==> src/rtl/demux1x8_collector.sv <==
// Sequential 1-to-8 demultiplexer: steers single-bit beats into lanes and hands
// off the assembled frame once every lane has been written.
module demux1x8_collector #(
    parameter int              LANES   = 8,
    parameter logic [LANES-1:0] RST_VAL = '0,
    localparam int             SEL_W   = $clog2(LANES)
) (
    input  logic             clk,
    input  logic             rst,
    input  logic             in_valid,
    output logic             in_ready,
    input  logic [SEL_W-1:0] s,
    input  logic             d,
    input  logic             flush,
    output logic             out_valid,
    input  logic             out_ready,
    output logic [LANES-1:0] e,
    output logic [LANES-1:0] written,
    output logic             dup_err
);

    typedef enum logic {COLLECT, HOLD} state_t;

    state_t           state_q;
    logic [LANES-1:0] e_q, e_d;
    logic [LANES-1:0] written_q, written_d;
    logic [LANES-1:0] onehot;
    logic             in_ready_q;
    logic             out_valid_q;
    logic             dup_err_q;
    logic             accept;

    // Candidate lane update; only committed when a beat is actually accepted.
    always_comb begin
        onehot    = '0;
        onehot[s] = 1'b1;
        accept    = in_valid & in_ready_q;
        written_d = written_q | onehot;
        e_d       = e_q;
        e_d[s]    = d;
    end

    always_ff @(posedge clk or posedge rst) begin
        if (rst) begin
            state_q     <= COLLECT;
            e_q         <= RST_VAL;
            written_q   <= '0;
            in_ready_q  <= 1'b1;
            out_valid_q <= 1'b0;
            dup_err_q   <= 1'b0;
        end else begin
            dup_err_q <= 1'b0;
            if (flush) begin
                state_q     <= COLLECT;
                e_q         <= RST_VAL;
                written_q   <= '0;
                in_ready_q  <= 1'b1;
                out_valid_q <= 1'b0;
            end else begin
                case (state_q)
                    COLLECT: begin
                        if (accept) begin
                            e_q       <= e_d;
                            written_q <= written_d;
                            dup_err_q <= written_q[s];
                            // Completion depends only on the mask, so any lane order works.
                            if (&written_d) begin
                                state_q     <= HOLD;
                                in_ready_q  <= 1'b0;
                                out_valid_q <= 1'b1;
                            end
                        end
                    end
                    HOLD: begin
                        if (out_ready) begin
                            state_q     <= COLLECT;
                            e_q         <= RST_VAL;
                            written_q   <= '0;
                            in_ready_q  <= 1'b1;
                            out_valid_q <= 1'b0;
                        end
                    end
                    default: state_q <= COLLECT;
                endcase
            end
        end
    end

    assign in_ready  = in_ready_q;
    assign out_valid = out_valid_q;
    assign e         = e_q;
    assign written   = written_q;
    assign dup_err   = dup_err_q;

endmodule

==> config.mk <==
export PLATFORM = sky130hd
export DESIGN_NAME = demux1x8_collector
export DESIGN_NICKNAME = d
export VERILOG_FILES = /design/src/rtl/demux1x8_collector.sv
export SDC_FILE = /design/constraint.sdc
export NUM_CORES = 1
export LEC_CHECK = 0
export ABC_AREA = 1
export CORE_MARGIN = 5
export CORE_UTILIZATION = 53
export CTS_BUF_LIST = sky130_fd_sc_hd__clkbuf_2 sky130_fd_sc_hd__clkbuf_4 sky130_fd_sc_hd__clkbuf_8
export DETAILED_ROUTE_END_ITERATION = 8
export GPL_ROUTABILITY_DRIVEN = 0
export PLACE_DENSITY = 0.91
export RECOVER_POWER = 50
export SYNTH_ARGS = -nofsm -noshare
export SYNTH_HDL_FRONTEND = slang
export SYNTH_SLANG_ARGS = --single-unit
==> constraint.sdc <==
create_clock -name clk -period 3.7 [get_ports clk]
set_clock_uncertainty 0.1 [all_clocks]
set_input_delay 0.37 -clock clk [delete_from_list [all_inputs] [get_ports clk]]
set_output_delay 0.37 -clock clk [all_outputs]
set_load 0.1 [all_outputs]
Word level (Yosys, flattened, before mapping)
Cells that the tools add are included.
{"block": "totals", "reg_bits": 20, "inputBits": 9, "output_inout_bits": 19}
{"block": "op_classes", "magnitude_cmp": 2, "eq_ne": 3, "n_mux": 30, "n_bitwise": 3, "reduce_logical": 4}
{"operator": "$mux W8", "count": 5}
{"operator": "$pmux W8 S2", "count": 2}
{"operator": "$mux W1", "count": 17}
{"operator": "$ne A3 B3 Y1 const B", "count": 3}
{"operator": "$bwmux W8", "count": 1}
{"operator": "$or A8 B8 Y8", "count": 1}
{"operator": "$reduce_and A8 Y1", "count": 1}
{"operator": "$pmux W1 S2", "count": 3}
{"operator": "$lt A3 B4 Y1 const B", "count": 1}
{"operator": "$bmux W1 S3", "count": 1}
{"operator": "$demux W1 S3", "count": 1}
{"operator": "$ge A3 B1 Y1 const B", "count": 1}
{"operator": "$reduce_and A3 Y1", "count": 1}
{"operator": "$reduce_and A2 Y1", "count": 1}
{"operator": "$and A1 B1 Y1", "count": 1}
{"operator": "$logic_and A1 B1 Y1", "count": 1}
{"operator": "$not A1 Y1", "count": 1}

Depth between registers and ports, before layout
Gate-level depths: netlist of run 1.
{"block": "logic_depth", "word_depth": 10, "ltp_mapped": 10}

Worst setup path before layout of run 1
No wires, ideal clock.
{"block": "synth_timing", "path_kind": "flip-flop to flip-flop", "startpoint": "register in_ready_q (netlist: in_ready)", "endpoint": "register e_q[1] (netlist: e[1])", "arrival_ps": 1676, "slack_ps": 1795, "path_stages_with_launch": 8, "n_path_buf": 0, "synth_period_minus_slack_ps": 1905, "cell_sequence": "dfstp_2 > nand2_1 > nand2_1 > nand2_2 > inv_2 > o21ai_0 > nand2_1 > o21ai_0"}
{"block": "synth_between", "elab_chain_cells": 3}
{"item": "start, declared", "line": "28", "source": "logic in_ready_q;"}
{"item": "start signal, assigned", "line": "48", "source": "in_ready_q <= 1'b1;"}
{"item": "start signal, assigned", "line": "57", "source": "in_ready_q <= 1'b1;"}
{"item": "start signal, assigned", "line": "69", "source": "in_ready_q <= 1'b0;"}
{"item": "$and A1 B1 Y1", "line": "37", "source": "accept = in_valid & in_ready_q;"}
{"item": "$ne A3 B3 Y1 (no line)"}
{"item": "$reduce_and A2 Y1 (no line)"}
{"item": "end signal, assigned", "line": "46", "source": "e_q <= RST_VAL;"}
{"item": "end signal, assigned", "line": "55", "source": "e_q <= RST_VAL;"}
{"item": "end signal, assigned", "line": "63", "source": "e_q <= e_d;"}
{"item": "end, declared", "line": "25", "source": "logic [LANES-1:0] e_q, e_d;"}
Every way passes these cells.
A chain may end at the register's enable or synchronous reset.

Worst setup path in the final report of run 1
{"block": "layout_timing", "startpoint": "register in_ready_q (netlist: in_ready)", "endpoint": "output in_ready"}
{"item": "end, declared", "line": "11", "source": "output logic in_ready,"}
No word-level cell between the ends.

==> results, run 1 <==
- The flow ran to the end, and the final reports show no timing, DRC or antenna violations.
- The fraction of final layout cells sized beyond drive strength 1 is 0.103.
- Once detail routing completed, the nets flagged for antenna violations numbered 0.
- The net count of the mapped netlist is 143.
- The number of synthesized flops with an enable pin is 0.
- The maximum count of clock buffers along a single path is 2.
- Data on the critical path arrives at its endpoint at 1990 ps.
- The count of endpoints failing hold in the final timing report is 0.
- The number of DRC violations after detailed routing is 0.
- The number of cells traversed by the worst hold path is 2.
- On the critical path, the stage with the largest delay is an instance of sky130_fd_sc_hd__clkdlybuf4s50_1.
- The kind of cell adding the most delay to the critical path is buffers and inverters.
- The critical path is of the reg2out type.
- The H-tree level count is 1.
- The predominant post-synthesis flop cell is sky130_fd_sc_hd__dfrtp_1.
- In this run the core area contains 16 standard-cell rows.
- The area share of the leading cell type in the synthesized netlist is 0.446.
- The aggregate negative setup slack is 0 ps.
- The layout has 151 filler cells.
- The die boundary height is 54.9 µm.
- Counting both buffers and inverters, the worst setup path holds a total of 1.
- Power comes to 0.000466 W.
- The non-filler instance count after layout is 192.
- The I/O pin count is 28.
- For the pin with the worst max-slew slack, the measured transition is 980 ps.
- At the later pin of the worst-skew pair, clock insertion delay measures 290 ps.
- The global routing stage identified its most utilized layer as met2.
- Post-CTS timing repair inserted 0 buffers for setup.
- The worst setup path is launched from a flop.
- For this design, the CTS-stage hold fixing added 0 buffers.
- The worst setup path is captured at an output port.
- The clock sink count is 20.
- The post-synthesis average cell area is 7.96 µm².
- The number of distinct standard cells referenced by the synthesized netlist is 20.
- Across the run, the number of max-cap violations was 0.
- The clock-pin slew on the worst setup and hold paths is 110 ps.
- Data on the critical path is required at its endpoint by 3230 ps.
- The highest net fanout along the worst path is 3.
- The startpoint identified for the worst hold timing path is in_ready.
- The endpoint of the lowest-slack register-to-register path is e[1].
- The synthesized cell area is 1070 µm².
- The number of placed instances, taps included, is 188.
- The commonest cells after synthesis are 32 x sky130_fd_sc_hd__nand2_1, 23 x sky130_fd_sc_hd__inv_1, 19 x sky130_fd_sc_hd__dfrtp_1.
- The library cell occupying the most area in the post-synthesis netlist is sky130_fd_sc_hd__dfrtp_1.
- The floorplan step set the die width to 54.9 µm.
- The core region is 1940 µm².
- The number of gates resized after CTS was 0.
- Setup slack on the worst reg-to-reg path comes out at 1790 ps.
- The vias per cell is 5.32.
- The cell depth of the worst flop-to-flop path is 5.
- The number of max-slew violations in the final report is 0.
- The total via count in the routed design is 1,021.
- Traced cell by cell, the critical path runs through clkdlybuf4s50_1.
- The path with the worst hold slack has its endpoint at in_ready.
- The min-delay analysis places its worst path in the category reg2reg.
- The die covers 3010 µm².
- The most common cell in the synthesized netlist is sky130_fd_sc_hd__nand2_1.
- The maximum number of pins on one net before global-route repair is 21.
- For this run, the slowest stage of the critical path takes 1140 ps.
- The area growth from synthesis to final layout is 31.0%.
- The pre-antenna-repair detailed-routing pass consisted of 4 iterations.
- The via count of the first global-routing pass came to 994.
- The net count of the finished layout is 175.
- The number of antenna violations at the first check in global routing is 0.
- The number of standard cells after synthesis is 134.
- The maximum operating frequency is 407 MHz.
- The synthesized design contains 20 register bits.
- The initial utilization of the core area, before any placement, comes to 0.549.
- Yosys printed 0 warnings.
- For this run, global-route usage on met2 was measured as 0.341.
- Dividing the detail-routed wire length by the instance count gives 13.3 µm.
- Setup repair after global routing left no endpoint under its margin.
- The final wirelength is 2560 µm.
- For this run, the share of the core covered by cells in the final layout is 0.719.
- Summed over all cells, the static leakage comes to 0.679 nW.
- Yosys attributes the largest share of cell area to sky130_fd_sc_hd__dfrtp_1 45%, sky130_fd_sc_hd__nand2_1 11%, sky130_fd_sc_hd__inv_1 8.1%.
- Setup violations remaining at the end of the flow were counted as 0.
- Clock tree synthesis inserted a total of 3 buffers.
- The source of the worst register-to-register timing path is state_q.
- The fraction of the cycle the final worst path needs is 0.664.
- Global routing finished with a remaining overflow of 0.
- The met1 global-route usage is 0.244.
- The number of antenna diodes is 0.
- The worst-case IR drop observed on VDD is 0.258 mV.
- Summed over all nets, the half-perimeter wirelength after detailed placement is 1900 µm.
- The DRC marker count from the first detailed-route iteration is 22.
- The TritonCTS clock tree is done.
- Clock tree synthesis selected as its root buffer the cell sky130_fd_sc_hd__clkbuf_4.
- Counting I/O delays and the setup requirement, the final critical path takes 2460 ps.
- Dividing total power by cell area gives a power density of 334 nW/µm².
- The worst hold slack is 391 ps.
- In the synthesized netlist the async set-or-reset flop fraction comes to 1.00.
- In this run the tool buffered the top-level ports with 27 buffer cells.
- The sequential area share after synthesis is 0.471.
- The total routing usage reported by global routing is 0.198.
- The first global-routing pass estimated 4270 µm of wire.
- The met3 layer usage reported by global route is 0.0300.
- Measured against its own limit, the worst slew margin works out to 0.344.
-- registers in the layout, summed over array words and instances, names as in the netlist --
signal / cells
state_q: 1
in_ready: 1
e: 8
written: 8
out_valid: 1
dup_err: 1
-- cells in the final DEF, fill, tap and decap left out, drive strengths merged --
| master | instances |
|---|---|
| nand3 | 9 |
| o21ai | 14 |
| dfstp | 1 |
| o2111ai | 2 |
| dfrtp | 19 |
| clkbuf | 4 |
| nor2 | 7 |
| o22ai | 2 |
| a21oi | 13 |
| dlygate4sd3 | 1 |
| clkdlybuf4s50 | 26 |
| nand2 | 39 |
| a21boi | 1 |
| inv | 26 |
| o21a | 1 |
-- worst register-to-register path, cell delays in order, from the launching register on --
cell and delay, ps:
sky130_fd_sc_hd__dfrtp_1 430, sky130_fd_sc_hd__nor2_1 370, sky130_fd_sc_hd__inv_1 300, sky130_fd_sc_hd__nor2_8 260
sky130_fd_sc_hd__nand3_4 160, sky130_fd_sc_hd__o21ai_0 210
-- power breakdown --
group          switching, W  total [W]  leakage, nW  internal (W)
clock network     0.0000645   0.000124       0.0210     0.0000600
registers        0.00000363   0.000228        0.272      0.000225
logic             0.0000845   0.000113        0.386     0.0000289
-- stage by stage --
stage | instance area [µm²] | setup slack (ps)
3_3_place_gp | 1370 | 1590
6_report | 1400 | 1240
3_5_place_dp | 1370 | 1580
5_1_grt | 1400 | 1190
2_1_floorplan | 1070 | 1790
4_1_cts | 1410 | 1240
-- cell type report --
class / instances / area (µm²) / area share
multi-input combinational: 88 / 457 / 0.327
clock buffer: 4 / 36.3 / 0.0260
timing repair buffer: 27 / 270 / 0.194
inverter: 26 / 97.6 / 0.0699
tap: 27 / 33.8 / 0.0242
sequential: 20 / 502 / 0.359
-- per-layer routing --
metal | part of all wire | routed length (µm)
met5 | 0 | 0
met4 | 0.0051 | 13
met3 | 0.066 | 169
met2 | 0.52 | 1340
met1 | 0.41 | 1040
-- cell families (layout without fill, tap and decap cells) --
group,count (synthesis),after routing,synth area share
AO/OA/AOI/OAI,33,33,0.169
flip-flops,20,20,0.471
AND/OR/NAND/NOR,55,55,0.269
buffers and inverters,26,57,0.0915
-- worst max path at each step --
stage | from | end | slack [ps] | cells after the start
after CTS | in_ready | in_ready | 1240 | 1
after global placement | in_ready | in_ready | 1590 | 1
after global routing | in_ready | in_ready | 1190 | 1
final | in_ready | in_ready | 1240 | 1
after floorplan | in_ready | e[1] | 1790 | 7
after detailed placement | in_ready | in_ready | 1580 | 1
Note: power is estimated with default switching activity, not from simulation.
==> inputs of run 2 (changes only) <==
--- a/config.mk
+++ b/config.mk
@@ -7,11 +7,11 @@
 export LEC_CHECK = 0
 export ABC_AREA = 1
 export CORE_MARGIN = 5
-export CORE_UTILIZATION = 53
+export CORE_UTILIZATION = 49
 export CTS_BUF_LIST = sky130_fd_sc_hd__clkbuf_2 sky130_fd_sc_hd__clkbuf_4 sky130_fd_sc_hd__clkbuf_8
 export DETAILED_ROUTE_END_ITERATION = 8
 export GPL_ROUTABILITY_DRIVEN = 0
-export PLACE_DENSITY = 0.91
+export PLACE_DENSITY = 0.85
 export RECOVER_POWER = 50
 export SYNTH_ARGS = -nofsm -noshare
 export SYNTH_HDL_FRONTEND = slang
==> constraint.sdc (replaced) <==
create_clock -name clk -period 2.3 [get_ports clk]
set_clock_uncertainty 0.1 [all_clocks]
set_input_delay 0.23 -clock clk [delete_from_list [all_inputs] [get_ports clk]]
set_output_delay 0.23 -clock clk [all_outputs]
set_load 0.1 [all_outputs]
==> results, run 2 (same netlist as run 1, synthesis figures left out) <==
- Run status: finished, final reports clean (unchanged).
- The post-cts hold buffer count is 0 (unchanged).
- List of cells traversed by the critical path: clkbuf_1 (was clkdlybuf4s50_1).
- The number of max-slew violations in the final report came to 0 (unchanged).
- The largest voltage drop on the vdd net is 0.467 mV (was 0.258 mV).
- The number of detailed-route iterations in the first pass is 4 (unchanged).
- The CTS root buffer is sky130_fd_sc_hd__clkbuf_4 (unchanged).
- The DRC marker count from the first detailed-route iteration is 37 (was 22).
- The final global-route overflow total is 0 (unchanged).
- The standard cell core area is 2020 µm² (was 1940 µm²).
- Setup repair after global routing missed its margin: no (unchanged).
- The leakage component of the power is 0.677 nW (was 0.679 nW).
- The most frequent standard cell in the layout excluding fill and tap cells is sky130_fd_sc_hd__nand2_1 (unchanged).
- The highest net fanout along the worst path came to 2 (was 3).
- The area enclosed by the die boundary is 3210 µm² (was 3010 µm²).
- The maximum single-stage delay on the critical path is 870 ps (was 1140 ps).
- The number of buffers added by the clock tree synthesis step is 3 (unchanged).
- The number of DRC violations after detailed routing is 0 (unchanged).
- The fraction of final layout cells sized beyond drive strength 1 is 0.194 (was 0.103).
- The filler cell count in the final layout is 182 (was 151).
- The I/O pin count is 28 (unchanged).
- The count of endpoints failing hold in the final timing report is 0 (unchanged).
- The horizontal die dimension is 56.6 µm (was 54.9 µm).
- In the finished design, the share of the clock period the worst path needs comes to 0.818.
- The post-route antenna net violation count was 0 (unchanged).
- The slowest library cell on the worst path is sky130_fd_sc_hd__clkbuf_1 (was sky130_fd_sc_hd__clkdlybuf4s50_1).
- The TritonCTS clock tree is done (unchanged).
- The number of buffers inserted by post-CTS setup repair is 0 (unchanged).
- The final count of negative-setup-slack endpoints is 0 (unchanged).
- The number of antenna violations at the first check in global routing is 0 (unchanged).
- The area growth from synthesis to final layout is 24.3% (was 31.0%).
- The maximum number of pins on one net before global-route repair came to 21 (unchanged).
- The worst hold slack was 374 ps (was 391 ps).
- The via count of the first global-routing pass is 917 (was 994).
- The critical path data required time is 1970 ps (was 3230 ps).
- The number of placement rows is 16 (unchanged).
- The average wire length per cell after detail routing is 12.7 µm (was 13.3 µm).
- The number of antenna diodes is 0 (unchanged).
- The slew at the pin closest to its max-slew limit was 1170 ps (was 980 ps).
- The quantity of I/O buffers inserted on ports is 27 (unchanged).
- The worst setup path category is reg2out (unchanged).
- Commonest non-fill, non-tap cells in the layout: 32 x sky130_fd_sc_hd__nand2_1, 23 x sky130_fd_sc_hd__inv_1, 19 x sky130_fd_sc_hd__dfrtp_1 (was 33 x sky130_fd_sc_hd__nand2_1, 26 x sky130_fd_sc_hd__clkdlybuf4s50_1, 25 x sky130_fd_sc_hd__inv_1).
- The endpoint of the lowest-slack register-to-register path is e[5] (was e[1]).
- The critical path endpoint category is an output port (unchanged).
- The data arrival time of the critical path is 1550 ps (was 1990 ps).
- The estimated wirelength of the detail-placed design is 1850 µm (was 1900 µm).
- The total via count in the routed design is 961 (was 1,021).
- The final wirelength is 2450 µm (was 2560 µm).
- The clock latency on the worst-skew pair is 310 ps (was 290 ps).
- The wire length of the first global-routing pass was 4050 µm (was 4270 µm).
- For this run, the top clock speed supported by timing is 531 MHz.
- The count of buffering cells on the critical path with inverters included is 1 (unchanged).
- The clock-pin slew on the worst setup and hold paths is 120 ps (was 110 ps).
- The kind of cell adding the most delay to the critical path is buffers and inverters (unchanged).
- The aggregate negative setup slack is 0 ps (unchanged).
- The die boundary height is 56.6 µm (was 54.9 µm).
- The startpoint type of the worst setup path is a flop (unchanged).
- The source of the worst register-to-register timing path is in_ready (was state_q).
- The number of max-cap violations is 0 (unchanged).
- The power density of the placed cells is 569 nW/µm² (was 334 nW/µm²).
- The cell depth of the worst flop-to-flop path was 7 (was 5).
- The total power after layout is 0.000753 W (was 0.000466 W).
- The net count of the finished layout is 175 (unchanged).
- The class of the tightest hold or removal check is in2async (was reg2reg).
- The effective utilization at floorplan was 0.527 (was 0.549).
- The maximum count of clock buffers along a single path was 2 (unchanged).
- The vias per cell is 5.01 (was 5.32).
- The clock sink count is 20 (unchanged).
- The total routing usage reported by global routing was 0.161 (was 0.198).
- The H-tree level count came to 1 (unchanged).
- The max-slew headroom at the worst pin is 0.222 (was 0.344).
- The post-cts resize count is 0 (unchanged).
- The minimum setup slack among reg-to-reg paths came to 670 ps (was 1790 ps).
- The final period demand of the worst path is 1880 ps.
-- run 2: cell count changes in the layout (fill, tap and decap cells not counted) --
cell / delta
sky130_fd_sc_hd__clkbuf_1: +9
sky130_fd_sc_hd__nor2_1: -1
sky130_fd_sc_hd__nand2_1: -1
sky130_fd_sc_hd__dfstp_2: +1
sky130_fd_sc_hd__inv_2: +2
sky130_fd_sc_hd__nand2_2: +1
sky130_fd_sc_hd__nor2_4: +1
sky130_fd_sc_hd__buf_4: +10
sky130_fd_sc_hd__clkdlybuf4s50_1: -19
sky130_fd_sc_hd__dfstp_1: -1
sky130_fd_sc_hd__inv_1: -2
-- run 2: worst max-delay path by stage --
stage          slack (ps)     start  cells past startpoint         to
6_report              420      e[1]                      1       e[1]
5_1_grt               370      e[3]                      1       e[3]
4_1_cts               690  in_ready                      7       e[5]
3_5_place_dp          470      s[2]                     11  out_valid
3_3_place_gp          510      s[2]                     11  out_valid
2_1_floorplan         390  in_ready                      7       e[1]
-- run 2: through the flow --
| stage | instances | cell area (µm²) | setup slack, ps | utilization |
|---|---|---|---|---|
| after CTS | 192 | 1360 | 693 | 0.672 |
| final | 192 | 1330 | 418 | 0.655 |
| after floorplan | 134 | 1070 | 395 | - |
| after global routing | 192 | 1330 | 366 | 0.655 |
| after global placement | 188 | 1320 | 510 | 0.654 |
| after detailed placement | 188 | 1320 | 468 | 0.654 |
-- run 2: report_power, final --
group,internal [W],switching (W),leakage (nW)
clock network,0.0000968,0.000113,0.0210
registers,0.000362,0.00000639,0.272
logic,0.0000408,0.000135,0.383
-- run 2: layout make-up --
| type | count | area, µm² | share of cell area |
|---|---|---|---|
| Timing Repair Buffer | 27 | 189 | 0.143 |
| Tap cell | 27 | 33.8 | 0.0255 |
| Inverter | 26 | 97.6 | 0.0737 |
| Multi-Input combinational cell | 88 | 467 | 0.352 |
| Clock buffer | 4 | 36.3 | 0.0274 |
| Sequential cell | 20 | 502 | 0.379 |
-- run 2: metal layers --
| metal | up-vias | global-route usage | share of wire |
|---|---|---|---|
| met5 | - | 0 | 0 |
| met4 | 0 | 0.0712 | 0.017 |
| met3 | 7 | 0.0344 | 0.057 |
| met2 | 28 | 0.254 | 0.48 |
| met1 | 434 | 0.210 | 0.45 |
| li1 | 492 | - | - |
